===== config.mk =====
export PLATFORM = sky130hd
export DESIGN_NAME = hazard_stall_unit_flat
export DESIGN_NICKNAME = d
export VERILOG_FILES = /design/src/rtl/hazard_stall_unit_if.sv /design/src/rtl/hazard_stall_unit.sv /design/src/flat_wrapper.sv
export SDC_FILE = /design/constraint.sdc
export NUM_CORES = 1
export LEC_CHECK = 0
export ABC_AREA = 0
export ABC_CLOCK_PERIOD_IN_PS = 2200
export CAP_MARGIN = 20
export CORE_MARGIN = 2
export CORE_UTILIZATION = 42
export DETAILED_ROUTE_END_ITERATION = 8
export GPL_TIMING_DRIVEN = 0
export MAX_ROUTING_LAYER = met4
export PLACE_DENSITY = 0.78
export SETUP_SLACK_MARGIN = 0.05
export SLEW_MARGIN = 20
export SYNTH_ARGS = -nofsm -noshare
export SYNTH_HDL_FRONTEND = slang
export SYNTH_SLANG_ARGS = --single-unit

===== constraint.sdc =====
create_clock -name Clk -period 2.2 [get_ports Clk]
set_input_delay 0.44 -clock Clk [delete_from_list [all_inputs] [get_ports Clk]]
set_output_delay 0.44 -clock Clk [all_outputs]
set_load 0.02 [all_outputs]

===== src/rtl/hazard_stall_unit_if.sv =====
// Bundle of the ID/EX/MEM hazard inputs and the stall/flush/MUL-DIV status
// outputs exchanged between the pipeline and hazard_stall_unit.
interface hazard_stall_unit_if #(
  parameter int CNT_WIDTH = 32
);
  logic [4:0]           ID_rs;
  logic [4:0]           ID_rt;
  logic                 ID_usesRt;
  logic                 ID_isBranch;
  logic                 ID_BranchTaken;
  logic                 ID_readsHiLo;
  logic                 ID_isMulDiv;
  logic [4:0]           EX_WriteReg;
  logic                 EX_RegWrite;
  logic                 EX_MemRead;
  logic                 EX_MulDivStart;
  logic [4:0]           MEM_WriteReg;
  logic                 MEM_MemRead;
  logic                 PCWrite;
  logic                 IFID_Write;
  logic                 IDEX_Bubble;
  logic                 IFID_Flush;
  logic                 MD_Busy;
  logic                 MD_Done;
  logic                 MD_Overlap;
  logic [CNT_WIDTH-1:0] StallCount;

  modport master (
    output ID_rs, ID_rt, ID_usesRt, ID_isBranch, ID_BranchTaken, ID_readsHiLo,
           ID_isMulDiv, EX_WriteReg, EX_RegWrite, EX_MemRead, EX_MulDivStart,
           MEM_WriteReg, MEM_MemRead,
    input  PCWrite, IFID_Write, IDEX_Bubble, IFID_Flush, MD_Busy, MD_Done,
           MD_Overlap, StallCount
  );

  modport slave (
    input  ID_rs, ID_rt, ID_usesRt, ID_isBranch, ID_BranchTaken, ID_readsHiLo,
           ID_isMulDiv, EX_WriteReg, EX_RegWrite, EX_MemRead, EX_MulDivStart,
           MEM_WriteReg, MEM_MemRead,
    output PCWrite, IFID_Write, IDEX_Bubble, IFID_Flush, MD_Busy, MD_Done,
           MD_Overlap, StallCount
  );
endinterface


===== src/rtl/hazard_stall_unit.sv =====
// ID-stage hazard detector: stalls on hazards forwarding cannot cover, tracks the
// iterative MUL/DIV unit so HI/LO readers wait, and counts stalled cycles.
module hazard_stall_unit #(
  parameter int MD_LATENCY = 4,
  parameter int CNT_WIDTH  = 32
) (
  input  logic                Clk,
  input  logic                Reset,
  hazard_stall_unit_if.slave  bus
);

  typedef enum logic [0:0] {
    MD_IDLE = 1'b0,
    MD_BUSY = 1'b1
  } md_state_e;

  localparam logic [3:0] MD_LOAD = 4'(MD_LATENCY - 1);

  function automatic logic src_match(input logic [4:0] r, input logic [4:0] rs,
                                     input logic [4:0] rt, input logic uses_rt);
    return (r != 5'd0) && ((r == rs) || (uses_rt && (r == rt)));
  endfunction

  md_state_e            state_q, state_d;
  logic [3:0]           cnt_q, cnt_d;
  logic                 done_q, done_d;
  logic                 overlap_q, overlap_d;
  logic [CNT_WIDTH-1:0] stall_count_q, stall_count_d;
  logic                 ex_match_s, mem_match_s;
  logic                 load_use_s, branch_ex_s, branch_load_s, hilo_s, stall_s;

  // Hazard detection against the EX and MEM producers
  always_comb begin
    ex_match_s    = src_match(bus.EX_WriteReg, bus.ID_rs, bus.ID_rt, bus.ID_usesRt);
    mem_match_s   = src_match(bus.MEM_WriteReg, bus.ID_rs, bus.ID_rt, bus.ID_usesRt);
    load_use_s    = bus.EX_MemRead && ex_match_s;
    branch_ex_s   = bus.ID_isBranch && bus.EX_RegWrite && ex_match_s;
    branch_load_s = bus.ID_isBranch && bus.MEM_MemRead && mem_match_s;
    hilo_s        = (bus.ID_readsHiLo || bus.ID_isMulDiv) &&
                    ((state_q == MD_BUSY) || bus.EX_MulDivStart);
    stall_s       = load_use_s || branch_ex_s || branch_load_s || hilo_s;
  end

  // Pipeline controls; reset holds the pipe free-running with no squash
  always_comb begin
    if (Reset) begin
      bus.PCWrite     = 1'b1;
      bus.IFID_Write  = 1'b1;
      bus.IDEX_Bubble = 1'b0;
      bus.IFID_Flush  = 1'b0;
    end else begin
      bus.PCWrite     = !stall_s;
      bus.IFID_Write  = !stall_s;
      bus.IDEX_Bubble = stall_s;
      // A stalled branch compared stale operands, so its taken decision is void
      bus.IFID_Flush  = bus.ID_BranchTaken && !stall_s;
    end
  end

  // MUL/DIV busy tracker next state; a start while busy is flagged, never restarts
  always_comb begin
    state_d   = state_q;
    cnt_d     = cnt_q;
    done_d    = 1'b0;
    overlap_d = overlap_q;
    case (state_q)
      MD_IDLE: begin
        if (bus.EX_MulDivStart) begin
          state_d = MD_BUSY;
          cnt_d   = MD_LOAD;
        end else begin
          state_d = MD_IDLE;
        end
      end
      MD_BUSY: begin
        if (bus.EX_MulDivStart) begin
          overlap_d = 1'b1;
        end else begin
          overlap_d = overlap_q;
        end
        if (cnt_q == 4'd0) begin
          state_d = MD_IDLE;
          done_d  = 1'b1;
        end else begin
          cnt_d = cnt_q - 4'd1;
        end
      end
      default: begin
        state_d = MD_IDLE;
        cnt_d   = 4'd0;
      end
    endcase
  end

  // Saturating stall-cycle counter
  always_comb begin
    if (stall_s && (stall_count_q != {CNT_WIDTH{1'b1}})) begin
      stall_count_d = stall_count_q + CNT_WIDTH'(1);
    end else begin
      stall_count_d = stall_count_q;
    end
  end

  // State registers; reset aborts an in-flight MUL/DIV without a done pulse
  always_ff @(posedge Clk or posedge Reset) begin
    if (Reset) begin
      state_q       <= MD_IDLE;
      cnt_q         <= 4'd0;
      done_q        <= 1'b0;
      overlap_q     <= 1'b0;
      stall_count_q <= {CNT_WIDTH{1'b0}};
    end else begin
      state_q       <= state_d;
      cnt_q         <= cnt_d;
      done_q        <= done_d;
      overlap_q     <= overlap_d;
      stall_count_q <= stall_count_d;
    end
  end

  assign bus.MD_Busy    = (state_q == MD_BUSY);
  assign bus.MD_Done    = done_q;
  assign bus.MD_Overlap = overlap_q;
  assign bus.StallCount = stall_count_q;

endmodule


===== src/flat_wrapper.sv =====
// flat-port wrapper written by rule: the top's interface ports become plain ports
module hazard_stall_unit_flat 
#(
  parameter int MD_LATENCY = 4,
  parameter int CNT_WIDTH  = 32
)
  (Clk, Reset, bus_ID_rs, bus_ID_rt, bus_ID_usesRt, bus_ID_isBranch, bus_ID_BranchTaken, bus_ID_readsHiLo, bus_ID_isMulDiv, bus_EX_WriteReg, bus_EX_RegWrite, bus_EX_MemRead, bus_EX_MulDivStart, bus_MEM_WriteReg, bus_MEM_MemRead, bus_PCWrite, bus_IFID_Write, bus_IDEX_Bubble, bus_IFID_Flush, bus_MD_Busy, bus_MD_Done, bus_MD_Overlap, bus_StallCount);
  hazard_stall_unit_if #(.CNT_WIDTH(CNT_WIDTH)) bus_i ();
  input  logic Clk;
  input  logic Reset;
  input wire logic [$bits(bus_i.ID_rs)-1:0] bus_ID_rs;
  input wire logic [$bits(bus_i.ID_rt)-1:0] bus_ID_rt;
  input wire logic [$bits(bus_i.ID_usesRt)-1:0] bus_ID_usesRt;
  input wire logic [$bits(bus_i.ID_isBranch)-1:0] bus_ID_isBranch;
  input wire logic [$bits(bus_i.ID_BranchTaken)-1:0] bus_ID_BranchTaken;
  input wire logic [$bits(bus_i.ID_readsHiLo)-1:0] bus_ID_readsHiLo;
  input wire logic [$bits(bus_i.ID_isMulDiv)-1:0] bus_ID_isMulDiv;
  input wire logic [$bits(bus_i.EX_WriteReg)-1:0] bus_EX_WriteReg;
  input wire logic [$bits(bus_i.EX_RegWrite)-1:0] bus_EX_RegWrite;
  input wire logic [$bits(bus_i.EX_MemRead)-1:0] bus_EX_MemRead;
  input wire logic [$bits(bus_i.EX_MulDivStart)-1:0] bus_EX_MulDivStart;
  input wire logic [$bits(bus_i.MEM_WriteReg)-1:0] bus_MEM_WriteReg;
  input wire logic [$bits(bus_i.MEM_MemRead)-1:0] bus_MEM_MemRead;
  output wire logic [$bits(bus_i.PCWrite)-1:0] bus_PCWrite;
  output wire logic [$bits(bus_i.IFID_Write)-1:0] bus_IFID_Write;
  output wire logic [$bits(bus_i.IDEX_Bubble)-1:0] bus_IDEX_Bubble;
  output wire logic [$bits(bus_i.IFID_Flush)-1:0] bus_IFID_Flush;
  output wire logic [$bits(bus_i.MD_Busy)-1:0] bus_MD_Busy;
  output wire logic [$bits(bus_i.MD_Done)-1:0] bus_MD_Done;
  output wire logic [$bits(bus_i.MD_Overlap)-1:0] bus_MD_Overlap;
  output wire logic [$bits(bus_i.StallCount)-1:0] bus_StallCount;
  assign bus_i.ID_rs = bus_ID_rs;
  assign bus_i.ID_rt = bus_ID_rt;
  assign bus_i.ID_usesRt = bus_ID_usesRt;
  assign bus_i.ID_isBranch = bus_ID_isBranch;
  assign bus_i.ID_BranchTaken = bus_ID_BranchTaken;
  assign bus_i.ID_readsHiLo = bus_ID_readsHiLo;
  assign bus_i.ID_isMulDiv = bus_ID_isMulDiv;
  assign bus_i.EX_WriteReg = bus_EX_WriteReg;
  assign bus_i.EX_RegWrite = bus_EX_RegWrite;
  assign bus_i.EX_MemRead = bus_EX_MemRead;
  assign bus_i.EX_MulDivStart = bus_EX_MulDivStart;
  assign bus_i.MEM_WriteReg = bus_MEM_WriteReg;
  assign bus_i.MEM_MemRead = bus_MEM_MemRead;
  assign bus_PCWrite = bus_i.PCWrite;
  assign bus_IFID_Write = bus_i.IFID_Write;
  assign bus_IDEX_Bubble = bus_i.IDEX_Bubble;
  assign bus_IFID_Flush = bus_i.IFID_Flush;
  assign bus_MD_Busy = bus_i.MD_Busy;
  assign bus_MD_Done = bus_i.MD_Done;
  assign bus_MD_Overlap = bus_i.MD_Overlap;
  assign bus_StallCount = bus_i.StallCount;
  hazard_stall_unit #(.MD_LATENCY(MD_LATENCY), .CNT_WIDTH(CNT_WIDTH)) u_core (.Clk(Clk), .Reset(Reset), .bus(bus_i));
endmodule

After elaboration in Yosys (flattened, before gate mapping)
Cells that the tools add are included.
- $add $sub $neg: 2
- eq/ne operators: 7
- mux-type cells: 11
- bitwise logic cells: 1
- reductions and logical operators: 25
- operator list (kind ; count):
    adder 32 x 1 -> 32 bit (second input constant) ; 1
    != test 32 bit (second input constant) ; 1
    equality test 5 bit ; 4
    logical AND 1 bit ; 12
    nonzero test 5 bit ; 2
    2-to-1 mux 4 bit ; 2
    one-hot mux 4 bit (2 select lines) ; 1
    logical OR 1 bit ; 7
    2-to-1 mux 1 bit ; 7
    logical NOT 4 bit ; 1
    != test 2 bit (second input constant) ; 2
    AND reduction 2 bit ; 2
    subtractor 4 x 1 -> 4 bit (second input constant) ; 1
    one-hot mux 1 bit (2 select lines) ; 1
    logical NOT 1 bit ; 1
    inverter 1 bit ; 1
- register bits: 39
- input bits: 31
- output and inout bits: 39
- logic and storage cells: 51

Logic depth before layout (Yosys ltp)
- word-level depth: 11
- gate-level depth with buffers: 8
- gate-level depth less buffers: 7

Worst setup path after synthesis
OpenSTA, ideal clock, no wires.
- kind: in2out
- start: input bus_EX_WriteReg[3]
- end: output bus_PCWrite
- data arrival time: 1.988 ns
- required time: 1.760 ns
- slack: -0.228 ns
- stages on the path: 7
- path buffers: 2
- cell sequence: xor2_1 nor4_2 a32oi_1 o221a_2 buf_2 or2_2 buf_4
- word-level cells in the longest chain between the ends: 10
- elaborated cells on any way between the ends: 13
- classes of those cells: eq/ne: 2; mux: 1; reduce/logical: 10
- RTL lines (what ; line ; RTL):
    from (decl) ; flat_wrapper.sv:18 ; input wire logic [$bits(bus_i.EX_WriteReg)-1:0] bus_EX_WriteReg;
    equality test 5 bit ; hazard_stall_unit.sv:21 ; return (r != 5'd0) && ((r == rs) || (uses_rt && (r == rt)));
    logical AND 1 bit ; hazard_stall_unit.sv:21 ;
    logical OR 1 bit ; hazard_stall_unit.sv:21 ;
    logical AND 1 bit * ; hazard_stall_unit.sv:21 ;
    logical AND 1 bit (on tied branches) ; hazard_stall_unit.sv:36, hazard_stall_unit.sv:37 ;
    logical OR 1 bit * (3 in a row) ; hazard_stall_unit.sv:41 ; stall_s = load_use_s || branch_ex_s || branch_load_s || hilo_s;
    logical NOT 1 bit * ; - ;
    2-to-1 mux 1 bit * ; - ;
    to (decl) ; flat_wrapper.sv:24 ; output wire logic [$bits(bus_i.PCWrite)-1:0] bus_PCWrite;
Every way passes the cells marked *; elsewhere a longest branch is shown, timed or not.

Worst setup path in the final report
- start: input bus_EX_WriteReg[0]
- end: output bus_PCWrite
- word-level cells in the longest chain between the ends: 10
- elaborated cells on any way between the ends: 13
- classes of those cells: eq/ne: 2; mux: 1; reduce/logical: 10
- RTL lines (what ; line ; RTL):
    equality test 5 bit ; hazard_stall_unit.sv:21 ;
    logical AND 1 bit ; hazard_stall_unit.sv:21 ;
    logical OR 1 bit ; hazard_stall_unit.sv:21 ;
    logical AND 1 bit * ; hazard_stall_unit.sv:21 ;
    logical AND 1 bit (on tied branches) ; hazard_stall_unit.sv:36, hazard_stall_unit.sv:37 ;
    logical OR 1 bit * (3 in a row) ; hazard_stall_unit.sv:41 ;
    logical NOT 1 bit * ; hazard_stall_unit.sv:52 ; bus.PCWrite = !stall_s;
    2-to-1 mux 1 bit * ; hazard_stall_unit.sv:46 ; if (Reset) begin
Marks and branches as above.

==> summary.md <==
| Metric | Value |
|---|---|
| Sum of routed wire length over all layers | `5990 µm` |
| Combinational family with the most area after synthesis | `simple AND/OR/NAND/NOR gates` |
| Non-Filler Cell Area, Final | `0.00355 mm²` |
| Nets@finish | `345` |
| Layout cells sized above 1 | `29.1%` |
| Global router's overall resource usage | `18.9%` |
| Violations in the final reports | `negative setup slack` |
| Number of buffers added by the clock tree synthesis step | `5` |
| Most area-consuming cells after synthesis | `dfrtp_1 43%, xor2_1 17%, nor4_1 3.0%` |
| Worst slew slack as a fraction of its limit | `71.5%` |
| Power per cell area | `780 mW/mm²` |
| Overall overflow remaining after global route | `0` |
| Maximum number of pins on one net before global-route repair | `23` |
| Clk_lat worst skew | `0.29 ns` |
| Post-Synthesis Cells | `225` |
| Peak ir drop on the vdd network | `0.576 mV` |
| Seq/Total Area, Yosys | `43.2%` |
| Area of the die | `0.00598 mm²` |
| Post-synthesis cell area | `0.00226 mm²` |
| Share of the synthesized area in the top cell type | `43.2%` |
| Total net switching power | `1.05 mW` |
| CTS tree | `yes` |
| Minimum setup slack after placement | `-1.24 ns` |
| Final GP Congestion | `0.816` |
| DRT antenna net count | `0` |
| P_int | `1.72 mW` |
| First-pass iteration count of the detailed router | `4` |
| Filler Cell Count | `399` |
| Synth Register Bits | `39` |
| Number of antenna violations at the first check in global routing | `0` |
| Time the worst path needs with I/O delays and setup | `2.51 ns` |
| Switching part of the total | `37.8%` |
| Complex-gate fraction of the synthesized area | `4.21%` |
| DIE WIDTH | `77.3 µm` |
| Vias in the first global route | `1994` |
| Synth area leader | `dfrtp_1` |
| Drt wl/cell | `15.6 µm` |
| Sequential fraction of design power | `39.5%` |
| Cts hold-fix bufs | `0` |
| Share of total power in combinational logic | `44.1%` |
| Final WS setup | `-0.313 ns` |
| Worst-case clock skew | `0.00634 ns` |
| Xor-xnor portion of the synthesized cell area | `19.3%` |
| Post-detailed-route DRC marker count | `0` |
| Setup TNS after final layout | `-1.07 ns` |
| Classification of the worst-slack hold path | `reg -> reg` |
| Final Max Tran Viols | `0` |
| Syn nets | `258` |
| Final HPWL DP | `4050 µm` |
| H-tree level count | `2` |
| RSZ-0062 raised after global routing | `true` |
| Clk sink count | `39` |
| Arrival time of the worst setup path | `2.07 ns` |
| Height of the die | `77.3 µm` |
| Multiplexer share of the synthesized area | `2.44%` |
| Max frequency | `398 MHz` |
| Distinct cell type count of the synthesized netlist | `41` |
| Layout overhead on the synthesized area | `57.2%` |
| I/O pin count | `70` |
| Avg Inst Size Synth | `10.0 µm²` |
| Number of failing hold endpoints at the final stage | `0` |
| Start-to-end type of the worst setup path | `in -> out` |
| Area taken by flip-flops and latches | `980 µm²` |
| Clock network fraction of total power | `16.4%` |
| Clock transition at the registers of the reported paths | `0.07 ns` |
| Total leakage power | `1.51 nW` |
| Nature of the critical path startpoint | `input pin` |
| Synthesized-area fraction occupied by adder cells | `1.11%` |
| Number of DRC markers in iteration 0 | `115` |
| Area of the core region | `0.00514 mm²` |
| Multi-input logic area | `0.00150 mm²` |
| Number of endpoints failing setup at the final stage | `4` |
| Maximum clock insertion buffer count | `2` |
| CTS Root Cell | `clkbuf_8` |
| Starting Density | `43.9%` |
| Max FO, Critical Path | `3` |
| N_diodes | `0` |
| Warnings, synthesis | `0` |
| Port Buffer Count | `69` |
| Kind of end point of the critical path | `output pin` |
| Critical path data required time | `1.76 ns` |
| Num rows | `26` |
| Maximum Capacitance Violations | `0` |
| Final worst path period share | `114%` |
| Transition at the pin with the smallest max-transition slack | `0.424 ns` |
| Synthesized-area fraction occupied by and/or/nand/nor cells | `26.1%` |
| Outcome | `complete, but fails checks` |
| Wire length of the first global-routing pass | `8980 µm` |
| Average via count per standard cell | `5.41` |
| Number of vias after detailed routing | `2071` |
| Total placed instance area | `0.00308 mm²` |
through the flow:
step	hold slack [ns]	utilization (%)	power [mW]	std cells
6_report	0.486	69.1	2.77	383
4_1_cts	0.496	61.8	2.62	377
3_3_place_gp	0.441	59.3	2.10	364
5_1_grt	0.516	69.1	2.94	383
3_5_place_dp	0.475	59.9	2.14	365
2_1_floorplan	0.461	-	1.66	225
worst max-delay path, stage by stage:
cell and delay, ns:
buf_2 0.12, xor2_1 0.15, nor4_2 0.29, a32oi_1 0.14
o221a_2 0.32, buf_6 0.13, or2_4 0.24, buf_6 0.12
buf_6 0.12
placed cells by master, fill, tap and decap left out, drive strengths merged, types with 6 or more instances in the layout:
master	synthesis	final
clkdlybuf4s50	0	45
xor2	45	45
dfrtp	39	39
buf	7	36
nor2	17	17
nand2	15	15
nor3	13	13
nor4	12	12
nand3	11	11
nand4	9	9
clkbuf	2	9
and3	8	8
dlygate4sd2	0	6
inv	6	6
synthesized netlist by cell type:
library cell,n
nor2b_1,1
or4_4,1
xnor2_2,1
o211ai_1,1
a22o_1,2
buf_2,4
nand4_1,9
a21oi_1,2
o22ai_1,1
nor4_1,11
mux2_2,2
buf_4,1
a32oi_1,2
xor2_1,45
inv_1,6
and3_1,8
or4_1,3
nor4b_2,3
o221a_2,1
nor3_1,12
ha_1,2
and4_1,3
nand3_1,11
a21o_1,2
nand3b_1,1
mux2i_1,1
and2_1,1
nor2_1,17
nor4_2,1
nor3_4,1
xnor2_1,3
nor3b_1,1
buf_6,2
or3_1,1
or2_2,1
mux2_1,2
o21ai_0,2
dfrtp_1,39
or2_1,1
nand2_1,15
clkbuf_1,2
metal layers:
layer / global-route usage [%] / wire length (µm) / vias up / share of wire [%]
met5: - / 0 / - / 0
met4: 4.29 / 99 / 0 / 1.7
met3: 5.23 / 374 / 12 / 6.2
met2: 32.7 / 3230 / 76 / 54
met1: 22.1 / 2280 / 1017 / 38
li1: - / - / 966 / -
sequential cells by signal, indices dropped and copies added (netlist names):
name,count
u_core.bus.StallCount,32
u_core.bus.MD_Done,1
u_core.bus.MD_Busy,1
u_core.bus.MD_Overlap,1
u_core.cnt_q,4
power groups by stage:
stage	Clock [mW]	Combinational (mW)	Sequential, mW
CTS	0.469	1.07	1.08
global route	0.507	1.30	1.12
floorplan	0	0.435	1.22
global placement	0	1.01	1.09
detailed placement	0	1.05	1.09
finish	0.455	1.22	1.09
kinds of logic after synthesis:
family	count (synthesis)
and+or+nand+nor	102
xor gates and xnor gates	49
adders and majority gates	2
AOI/OAI and AO/OA	13
buffers and inverters	15
muxes	5
DFF	39
final cells by class:
type / count / area share, %
flip-flops and latches: 39 / 27.6
plain buffers: 8 / 2.22
inverters: 6 / 0.634
multi-input cells: 171 / 42.3
clock buffers: 7 / 2.15
repair buffers: 81 / 22.5
clock inverters: 1 / 0.141
well taps: 70 / 2.47
worst paths after layout:
kind,start,endpoint,slack (ns),cells past startpoint
hold / removal,u_core.bus.MD_Overlap$_DFFE_PP0P_,u_core.bus.MD_Overlap$_DFFE_PP0P_,0.49,1
setup reg to reg,u_core.bus.StallCount[7]$_DFFE_PP0P_,u_core.bus.StallCount[13]$_DFFE_PP0P_,0.13,7
setup / recovery,bus_EX_WriteReg[0],bus_PCWrite,-0.31,9
max in group asynchronous,Reset,u_core.bus.StallCount[0]$_DFFE_PP0P_,1.24,3
hold reg to reg,u_core.bus.MD_Overlap$_DFFE_PP0P_,u_core.bus.MD_Overlap$_DFFE_PP0P_,0.49,1
min in group asynchronous,Reset,u_core.bus.StallCount[8]$_DFFE_PP0P_,0.50,2
timing repair:
item,4_1_cts,5_1_grt
endpoints found under the setup margin,36,29
pin swaps,15,25
buffers inserted,5,5
endpoints found under the hold margin,0,0
resized for setup,99,59
cloned,0,1
Note: power is estimated with default switching activity, not from simulation.
